===== src/rtl/mc_control_fsm.sv =====
`default_nettype none
// ============================================================================
// Module      : mc_control_fsm
// Description : Main control FSM of the RV32I multicycle core. Sequences
//               fetch / decode / execute / memory / writeback, drives the PC,
//               IR, regfile and memory enables and the datapath mux selects,
//               stalls on the memory ready handshake and flags memory waits
//               that run too long.
//
// Ports       : clk, rst            clock, synchronous active-high reset
//               opcode, funct3      instruction fields from the IR
//               zero, lt, ltu       ALU flags for branch resolution
//               mem_ready           memory completes the current access
//               pc_write, ir_write, reg_write, mem_write, mem_read
//                                   enables (write enables forced 0 in rst)
//               adr_src, result_src, alu_src_a, alu_src_b, alu_op
//                                   datapath mux selects / ALU op class
//               mem_timeout         sticky memory-wait watchdog flag
//               illegal_instr       high while parked in TRAP
//               state_dbg           current state encoding
//
// Options     : ILLEGAL_TRAP_EN - when defined, an illegal opcode parks the
//               FSM in TRAP until reset; otherwise it retires as a NOP.
//
// Revision    : 1.0 - initial release
// ============================================================================
module mc_control_fsm #(
    parameter int WAIT_W       = 8,
    parameter int MEM_WAIT_MAX = 255
) (
    input  logic       clk,
    input  logic       rst,
    input  logic [6:0] opcode,
    input  logic [2:0] funct3,
    input  logic       zero,
    input  logic       lt,
    input  logic       ltu,
    input  logic       mem_ready,
    output logic       pc_write,
    output logic       adr_src,
    output logic       mem_read,
    output logic       mem_write,
    output logic       ir_write,
    output logic       reg_write,
    output logic [1:0] result_src,
    output logic [1:0] alu_src_a,
    output logic [1:0] alu_src_b,
    output logic [1:0] alu_op,
    output logic       mem_timeout,
    output logic       illegal_instr,
    output logic [3:0] state_dbg
);

    localparam logic [3:0] c_ST_FETCH    = 4'd0;
    localparam logic [3:0] c_ST_DECODE   = 4'd1;
    localparam logic [3:0] c_ST_MEMADR   = 4'd2;
    localparam logic [3:0] c_ST_MEMREAD  = 4'd3;
    localparam logic [3:0] c_ST_MEMWB    = 4'd4;
    localparam logic [3:0] c_ST_MEMWRITE = 4'd5;
    localparam logic [3:0] c_ST_EXECR    = 4'd6;
    localparam logic [3:0] c_ST_EXECI    = 4'd7;
    localparam logic [3:0] c_ST_ALUWB    = 4'd8;
    localparam logic [3:0] c_ST_JAL      = 4'd9;
    localparam logic [3:0] c_ST_JALR     = 4'd10;
    localparam logic [3:0] c_ST_BRANCH   = 4'd11;
    localparam logic [3:0] c_ST_LUI      = 4'd12;
`ifdef ILLEGAL_TRAP_EN
    localparam logic [3:0] c_ST_TRAP     = 4'd13;
`endif

    localparam logic [6:0] c_OP_LOAD   = 7'b0000011;
    localparam logic [6:0] c_OP_STORE  = 7'b0100011;
    localparam logic [6:0] c_OP_RTYPE  = 7'b0110011;
    localparam logic [6:0] c_OP_ITYPE  = 7'b0010011;
    localparam logic [6:0] c_OP_JAL    = 7'b1101111;
    localparam logic [6:0] c_OP_JALR   = 7'b1100111;
    localparam logic [6:0] c_OP_BRANCH = 7'b1100011;
    localparam logic [6:0] c_OP_LUI    = 7'b0110111;

    localparam logic [WAIT_W-1:0] c_WAIT_ONE = WAIT_W'(1);

    logic [3:0]        r_state;
    logic [3:0]        w_state_nxt;
    logic [WAIT_W-1:0] r_wait_cnt;
    logic [WAIT_W-1:0] w_wait_cnt_nxt;
    logic              r_mem_timeout;
    logic              w_waiting;
    logic              w_taken;
    logic              w_pc_write;
    logic              w_ir_write;
    logic              w_reg_write;
    logic              w_mem_write;

    // ------------------------------------------------------------------------
    // State and wait-counter registers
    // ------------------------------------------------------------------------
    always_ff @(posedge clk) begin
        if (rst) begin
            r_state    <= c_ST_FETCH;
            r_wait_cnt <= '0;
        end else begin
            r_state    <= w_state_nxt;
            r_wait_cnt <= w_wait_cnt_nxt;
        end
    end

    // A memory wait is any cycle spent in a handshaking state without ready.
    // Leaving such a state always requires mem_ready, so clearing whenever we
    // are not waiting also covers "cleared on state exit".
    assign w_waiting = ((r_state == c_ST_FETCH)   ||
                        (r_state == c_ST_MEMREAD) ||
                        (r_state == c_ST_MEMWRITE)) && !mem_ready;

    always_comb begin
        w_wait_cnt_nxt = '0;
        if (w_waiting) begin
            w_wait_cnt_nxt = (&r_wait_cnt) ? r_wait_cnt : r_wait_cnt + c_WAIT_ONE;
        end
    end

    // Watchdog: sets on the edge the counter reaches the limit, so the flag
    // is visible exactly MEM_WAIT_MAX wait cycles after the stall began.
    // A limit the saturating counter can never reach leaves it disabled.
    generate
        if ((MEM_WAIT_MAX != 0) && ((MEM_WAIT_MAX >> WAIT_W) == 0)) begin : g_wdog
            localparam logic [WAIT_W-1:0] c_WAIT_MAX = WAIT_W'(MEM_WAIT_MAX);
            always_ff @(posedge clk) begin
                if (rst) begin
                    r_mem_timeout <= 1'b0;
                end else if (w_wait_cnt_nxt == c_WAIT_MAX) begin
                    r_mem_timeout <= 1'b1;
                end
            end
        end else begin : g_no_wdog
            always_ff @(posedge clk) begin
                r_mem_timeout <= 1'b0;
            end
        end
    endgenerate

    // ------------------------------------------------------------------------
    // Branch resolution; funct3 010/011 are not branches and never taken
    // ------------------------------------------------------------------------
    always_comb begin
        w_taken = 1'b0;
        case (funct3)
            3'b000:  w_taken = zero;
            3'b001:  w_taken = !zero;
            3'b100:  w_taken = lt;
            3'b101:  w_taken = !lt;
            3'b110:  w_taken = ltu;
            3'b111:  w_taken = !ltu;
            default: w_taken = 1'b0;
        endcase
    end

    // ------------------------------------------------------------------------
    // Next state and Moore outputs
    // ------------------------------------------------------------------------
    always_comb begin
        w_state_nxt  = r_state;
        w_pc_write   = 1'b0;
        w_ir_write   = 1'b0;
        w_reg_write  = 1'b0;
        w_mem_write  = 1'b0;
        mem_read     = 1'b0;
        adr_src      = 1'b0;
        result_src   = 2'b00;
        alu_src_a    = 2'b00;
        alu_src_b    = 2'b00;
        alu_op       = 2'b00;

        case (r_state)
            c_ST_FETCH: begin
                // PC+4 goes straight from the ALU into the PC
                mem_read   = 1'b1;
                alu_src_b  = 2'b10;
                result_src = 2'b10;
                if (mem_ready) begin
                    w_ir_write  = 1'b1;
                    w_pc_write  = 1'b1;
                    w_state_nxt = c_ST_DECODE;
                end
            end
            c_ST_DECODE: begin
                // Speculatively compute OldPC+imm for branch/jal targets
                alu_src_a = 2'b01;
                alu_src_b = 2'b01;
                case (opcode)
                    c_OP_LOAD, c_OP_STORE: w_state_nxt = c_ST_MEMADR;
                    c_OP_RTYPE:            w_state_nxt = c_ST_EXECR;
                    c_OP_ITYPE:            w_state_nxt = c_ST_EXECI;
                    c_OP_JAL:              w_state_nxt = c_ST_JAL;
                    c_OP_JALR:             w_state_nxt = c_ST_JALR;
                    c_OP_BRANCH:           w_state_nxt = c_ST_BRANCH;
                    c_OP_LUI:              w_state_nxt = c_ST_LUI;
`ifdef ILLEGAL_TRAP_EN
                    default:               w_state_nxt = c_ST_TRAP;
`else
                    // PC already advanced in FETCH, so this retires as a NOP
                    default:               w_state_nxt = c_ST_FETCH;
`endif
                endcase
            end
            c_ST_MEMADR: begin
                alu_src_a   = 2'b10;
                alu_src_b   = 2'b01;
                w_state_nxt = (opcode == c_OP_LOAD) ? c_ST_MEMREAD : c_ST_MEMWRITE;
            end
            c_ST_MEMREAD: begin
                mem_read = 1'b1;
                adr_src  = 1'b1;
                if (mem_ready) begin
                    w_state_nxt = c_ST_MEMWB;
                end
            end
            c_ST_MEMWB: begin
                result_src  = 2'b01;
                w_reg_write = 1'b1;
                w_state_nxt = c_ST_FETCH;
            end
            c_ST_MEMWRITE: begin
                w_mem_write = 1'b1;
                adr_src     = 1'b1;
                if (mem_ready) begin
                    w_state_nxt = c_ST_FETCH;
                end
            end
            c_ST_EXECR: begin
                alu_src_a   = 2'b10;
                alu_op      = 2'b10;
                w_state_nxt = c_ST_ALUWB;
            end
            c_ST_EXECI: begin
                alu_src_a   = 2'b10;
                alu_src_b   = 2'b01;
                alu_op      = 2'b10;
                w_state_nxt = c_ST_ALUWB;
            end
            c_ST_ALUWB: begin
                w_reg_write = 1'b1;
                w_state_nxt = c_ST_FETCH;
            end
            c_ST_JAL: begin
                // PC <- target held in ALUOut; ALU computes the link OldPC+4
                alu_src_a   = 2'b01;
                alu_src_b   = 2'b10;
                w_pc_write  = 1'b1;
                w_state_nxt = c_ST_ALUWB;
            end
            c_ST_JALR: begin
                // Overwrite ALUOut with rs1+imm, then reuse the JAL path
                alu_src_a   = 2'b10;
                alu_src_b   = 2'b01;
                w_state_nxt = c_ST_JAL;
            end
            c_ST_BRANCH: begin
                alu_src_a   = 2'b10;
                alu_op      = 2'b01;
                w_pc_write  = w_taken;
                w_state_nxt = c_ST_FETCH;
            end
            c_ST_LUI: begin
                alu_src_a   = 2'b11;
                alu_src_b   = 2'b01;
                w_state_nxt = c_ST_ALUWB;
            end
`ifdef ILLEGAL_TRAP_EN
            c_ST_TRAP: begin
                w_state_nxt = c_ST_TRAP;
            end
`endif
            default: begin
                w_state_nxt = c_ST_FETCH;
            end
        endcase
    end

    // Reset in flight must not leave a partial write behind
    assign pc_write    = w_pc_write  && !rst;
    assign ir_write    = w_ir_write  && !rst;
    assign reg_write   = w_reg_write && !rst;
    assign mem_write   = w_mem_write && !rst;
    assign mem_timeout = r_mem_timeout;
    assign state_dbg   = r_state;

`ifdef ILLEGAL_TRAP_EN
    assign illegal_instr = (r_state == c_ST_TRAP);
`else
    assign illegal_instr = 1'b0;
`endif

endmodule
`default_nettype wire


===== config.mk =====
export PLATFORM = sky130hd
export DESIGN_NAME = mc_control_fsm
export DESIGN_NICKNAME = d
export VERILOG_FILES = /design/src/rtl/mc_control_fsm.sv
export SDC_FILE = /design/constraint.sdc
export NUM_CORES = 1
export LEC_CHECK = 0
export BUFFER_PORTS_ARGS = -buffer_cell sky130_fd_sc_hd__buf_2
export CAP_MARGIN = 40
export CELL_PAD_IN_SITES_DETAIL_PLACEMENT = 0
export CELL_PAD_IN_SITES_GLOBAL_PLACEMENT = 1
export CORE_ASPECT_RATIO = 2
export CORE_MARGIN = 2
export CORE_UTILIZATION = 35
export CTS_CLUSTER_DIAMETER = 100
export DETAILED_ROUTE_END_ITERATION = 7
export MAX_ROUTING_LAYER = met4
export PLACE_DENSITY = 0.74
export SETUP_SLACK_MARGIN = 0.5
export SYNTH_ARGS = -nofsm -noshare
export SYNTH_HDL_FRONTEND = slang
export SYNTH_SLANG_ARGS = --single-unit

===== constraint.sdc =====
create_clock -name clk -period 2.33 [get_ports clk]
set_input_delay 0.466 -clock clk [delete_from_list [all_inputs] [get_ports clk]]
set_output_delay 0.466 -clock clk [all_outputs]
set_load 0.01 [all_outputs]

After elaboration in Yosys (flattened, before gate mapping)
Index checks and enable logic that the tools add are counted.

Reductions and logical operators: 26. Muxes and demuxes: 20. Equal/unequal tests: 29. $add $sub $neg: 1.

Operators by type and width (count): $pmux W4 S7 (2); $eq A7 B6 Y1 const B (3); $eq A7 B7 Y1 const B (3); $eq A4 B4 Y1 const B (5); $eq A4 B3 Y1 const B (4); $mux W8 (2); $reduce_or A2 Y1 (7); $eq A3 B3 Y1 const B (4); $mux W4 (3); $pmux W2 S2 (3); $reduce_or A5 Y1 (2); $add A8 B1 Y8 const B (1); $eq A4 B2 Y1 const B (2); $eq A8 B8 Y1 const B (1); $reduce_and A8 Y1 (1); $eq A7 B2 Y1 const B (1); $eq A7 B5 Y1 const B (1); $mux W1 (6); $ne A2 B2 Y1 const B (3); $pmux W1 S6 (1); $pmux W2 S3 (1); $logic_and A1 B1 Y1 (5); $logic_not A1 Y1 (5); $eq A4 B1 Y1 const B (1); 8 further kinds (9).

Bits in registers: 13. Input bits: 16. Output and inout bits: 20.

Logic depth before layout (Yosys ltp)
Depth after elaboration: 6. Depth in mapped cells: 5. Gate-level depth less buffers: 5.

Least setup slack after synthesis
OpenSTA, ideal clock, no wires.

Path type: register -> output. Start point: register r_state[3], in the netlist state_dbg[3]. End point: output port pc_write. Data required time: 1.864 ns. Cell stages (with the launch flop): 5. Buffers on the path: 1. Slack: 0.527 ns. Arrival time: 1.337 ns. Path through: dfxtp_1 clkbuf_1 nor2_1 and3_1 a41o_1.

Longest elaborated chain between the ends: 3. Elaborated cells between the ends (all ways): 5. Those cells by class: eq/ne (2); mux (1); reduce/logical (2).

RTL lines: start: declaration (line 82) `logic [3:0] r_state;`; start signal: assignment (line 99) `r_state <= c_ST_FETCH;`; start signal: assignment (line 102) `r_state <= w_state_nxt;`; $eq A4 B4 Y1 or $logic_not A4 Y1 (tied branches) (line 173) `case (r_state)`; $pmux W1 S3 (*) (line 173); $logic_and A1 B1 Y1 (*) (line 280) `assign pc_write = w_pc_write && !rst;`; end: declaration (line 39) `output logic pc_write,`.

Every way passes the cells marked *; elsewhere a longest branch is shown, timed or not.

Worst setup path after layout
Start point: input port funct3[2]. End point: output port pc_write.

Longest elaborated chain between the ends: 4. Elaborated cells between the ends (all ways): 9. Those cells by class: eq/ne (5); mux (2); reduce/logical (2).

RTL lines: start: declaration (line 34) `input logic [2:0] funct3,`; $eq A3 B3 Y1 (tied with other cells) (line 146) `case (funct3)`; $pmux W1 S6 (*) (line 146); $pmux W1 S3 (*) (line 173); $logic_and A1 B1 Y1 (*) (line 280).

Marked as above.

==> results.tsv <==
stage	metric	value	unit
global_routing	antenna_found_initial	0	
timing	tns	0	ns
critical_path	cp.arrival	1.33	ns
logic_synthesis	ys_ff_latch	13	
route	vias	1389	
final_layout	fill_cells	346	
status	status	finished clean	
timing	hold_viol	0	
route	wire_per_inst	16.13	um
route	drt_iter0_markers	40	
min_path	hold_start	rst	
clock_tree	cts_buffers	3	
logic_synthesis	synth.avg_cell_area	7.418	um^2
timing	rsz0062_at_grt	true	
timing	setup_viol	0	
final_layout	drive_gt1_share	34.85	%
route	vias_per_cell	6.066	
floorplanning	fp-row-count	29	
final_layout	nets	216	
min_path	holdPathStages	2	
final_layout	register_area	275.3	um^2
route	drc	0	
logic_synthesis	synth_xor_area_share	3.808	%
clock_tree	max-clock-path-buffers	2	
final_layout	diodes	0	
logic_synthesis	synth_nets	172	
min_path	hold-path-endpoint	state_dbg[0]$_SDFFE_PP0P_	
global_routing	gr-usage-all-layers	19.48	%
critical_path	worstPathRequired	1.86	ns
timing	max_freq	0.5576	GHz
logic_synthesis	synth_area_leader_cell	dfxtp_1	
route	drt_first_pass_iters	6	
timing	tightest_slew	0.6649	ns
clock_tree	clk_pin_slew	0.05	ns
clock_tree	cts_tree	done	
floorplanning	initial_core_util	36.42	%
run	maxCapViolCount	0	
timing	slew_viol_final	0	
logic_synthesis	synth_area_leaders	dfxtp_1 23%, nor3_1 6.5%, nand2b_1 4.4%, a21oi_1 3.9%, nor2_1 3.9%	
global_routing	grt_busiest_layer	met2	
logic_synthesis	yosysWarnings	0	
place	gp_congestion	0.8265	
timing	max_slew_margin	54.52	%
logic_synthesis	async_flop_share	0	%
floorplanning	ios	36	
global_routing	grt_pass1_vias	1283	
logic_synthesis	yosys.area_share.simple	35.47	%
timing	fin_crit	1.793	ns
logic_synthesis	synth_compound_area_share	29.49	%
route	wl	3.694	mm
critical_path	cp-start-kind	primary input	
logic_synthesis	synth_top_family_by_area	simple AND/OR/NAND/NOR gates	
logic_synthesis	synth_seq_area_share	22.63	%
logic_synthesis	synth_edf_count	0	
route	ant_nets	0	
final_layout	multiInputGateArea	883.3	um^2
floorplanning	die_w	44.53	um
place	port_buffers	34	
final_layout	syn_to_final_growth	33.73	%
global_routing	grt_overflow	0	
critical_path	rr_worst_depth	5	
critical_path	ff2ff_setup_slack	0.55	ns
floorplanning	dieHeight	85.06	um
global_routing	grtUsageMet2	37.15	%
logic_synthesis	syn_area	1150	um^2
power_and_ir_drop	leakage	0.6422	nW
power_and_ir_drop	power_density	349.2	nW/um^2
logic_synthesis	synth-adder-area-share	1.088	%
logic_synthesis	synthCells	155	
power_and_ir_drop	worst_ir_drop_vdd	0.4122	mV
timing	clock-skew-final	0.004574	ns
place	place_hpwl	2.778	mm
timing	post-route-period-util	76.97	%
global_routing	use_met3	1.702	%
final_layout	fin_util	48.71	%
critical_path	crit-reg2reg-launch	state_dbg[3]$_SDFFE_PP0P_	
critical_path	crit_type	in -> out	
global_routing	met1_usage	17.80	%
clock_tree	cts_sinks	13	
logic_synthesis	dominantRegCellSynth	dfxtp_1	
logic_synthesis	yosysTopAreaCellShare	22.63	%
clock_tree	clockRootBuffer	clkbuf_8	
critical_path	reg2reg_to	state_dbg[1]$_SDFFE_PP0P_	
logic_synthesis	synth.area.mux_share	2.720	%
critical_path	cp_max_fo	2	
global_routing	grt_first_pass_wirelength	5.595	mm
clock_tree	clk_latency	0.24	ns
min_path	hold_class	in -> reg	
critical_path	crit_path_end_kind	output port	
global_routing	grt_max_degree	20	
logic_synthesis	synth_cell_types	55	
floorplanning	coreArea	3157	um^2
floorplanning	dieArea	3788	um^2
logic_synthesis	synthTopCellsByCount	15 x nor3_1, 13 x dfxtp_1, 12 x nor2_1, 10 x nand2_1, 9 x a21oi_1	
clock_tree	cts_max_level	1	
logic_synthesis	yosysMostFrequentCell	nor3_1	
[how the worst max path moves through the flow]
stage                     depth (start not counted)                         to                       from
after floorplan                                   4                   pc_write  state_dbg[3]$_SDFFE_PP0P_
after global placement                            5  state_dbg[1]$_SDFFE_PP0P_                        rst
after detailed placement                          5                   pc_write  state_dbg[1]$_SDFFE_PP0P_
after global routing                              5   mem_timeout$_SDFFE_PP0N_   r_wait_cnt[0]$_SDFF_PP0_
final                                             6                   pc_write                  funct3[2]
after CTS                                         5                   pc_write  state_dbg[1]$_SDFFE_PP0P_
[final cells by class]
type / count / area share, %
Clock buffer: 4 / 2.929
Inverter: 5 / 1.221
Timing Repair Buffer: 46 / 17.98
Tap cell: 31 / 2.522
Sequential cell: 13 / 17.90
Multi-Input combinational cell: 130 / 57.45
[what timing repair did]
| item | 4_1_cts | 5_1_grt |
|---|---|---|
| gates resized for setup | 11 | 8 |
| pin swaps | 3 | 3 |
| hold buffers | 0 | 0 |
| setup endpoints to repair | 15 | 10 |
| buffers inserted | 0 | 10 |
[placed cells by master, fill, tap and decap left out, types with 3 or more instances in the layout]
cell / n
buf_2: 33
nor3_1: 13
nor2_1: 10
nand2_1: 10
buf_4: 10
a21oi_1: 9
dfxtp_1: 9
nand2b_1: 7
o21ai_0: 6
nand3_1: 6
xor2_1: 4
dfxtp_4: 4
inv_1: 3
and3_1: 3
a31oi_1: 3
o21ai_1: 3
and3b_1: 3
clkbuf_8: 3
[kinds of logic after synthesis]
group / count (synthesis)
DFF: 13
and+or+nand+nor: 74
buffers and inverters: 12
AOI/OAI and AO/OA: 46
muxes: 3
xor gates and xnor gates: 5
adders and majority gates: 1
other: 1
[sequential cells by signal (all words and copies together), names as in the netlist]
name	flops
r_wait_cnt	8
state_dbg	4
mem_timeout	1
[through the flow]
stage / hold WS, ns / setup slack [ns] / area (um^2) / power (W) / instances
after floorplan: 0.4702 / 0.5274 / 1150 / 0.0002928 / 155
after global placement: 0.4652 / 0.4370 / 1341 / 0.0003350 / 215
after detailed placement: 0.4954 / 0.3961 / 1341 / 0.0003355 / 215
after CTS: 0.4842 / 0.4649 / 1418 / 0.0005329 / 219
after global routing: 0.5208 / 0.4771 / 1538 / 0.0005607 / 229
final: 0.4962 / 0.5366 / 1538 / 0.0005369 / 229
[where the power goes]
part / switching, W / internal [W]
sequential: 0.00000755 / 0.000222
clock: 0.0000793 / 0.000121
combinational: 0.0000563 / 0.0000511
total: 0.000143 / 0.000394
[worst max-delay path: stages]
cell and delay, ns:
buf_6 0.07, mux2i_1 0.20, xor2_1 0.20, o21ai_1 0.08, a41o_1 0.17, buf_2 0.13
[routing by layer]
metal  wire (um)  vias to the layer above
li1            -                      676
met1        1303                      647
met2        2121                       56
met3         164                       10
met4         105                        0
met5           0                        -
(Power assumes the default switching activity.)
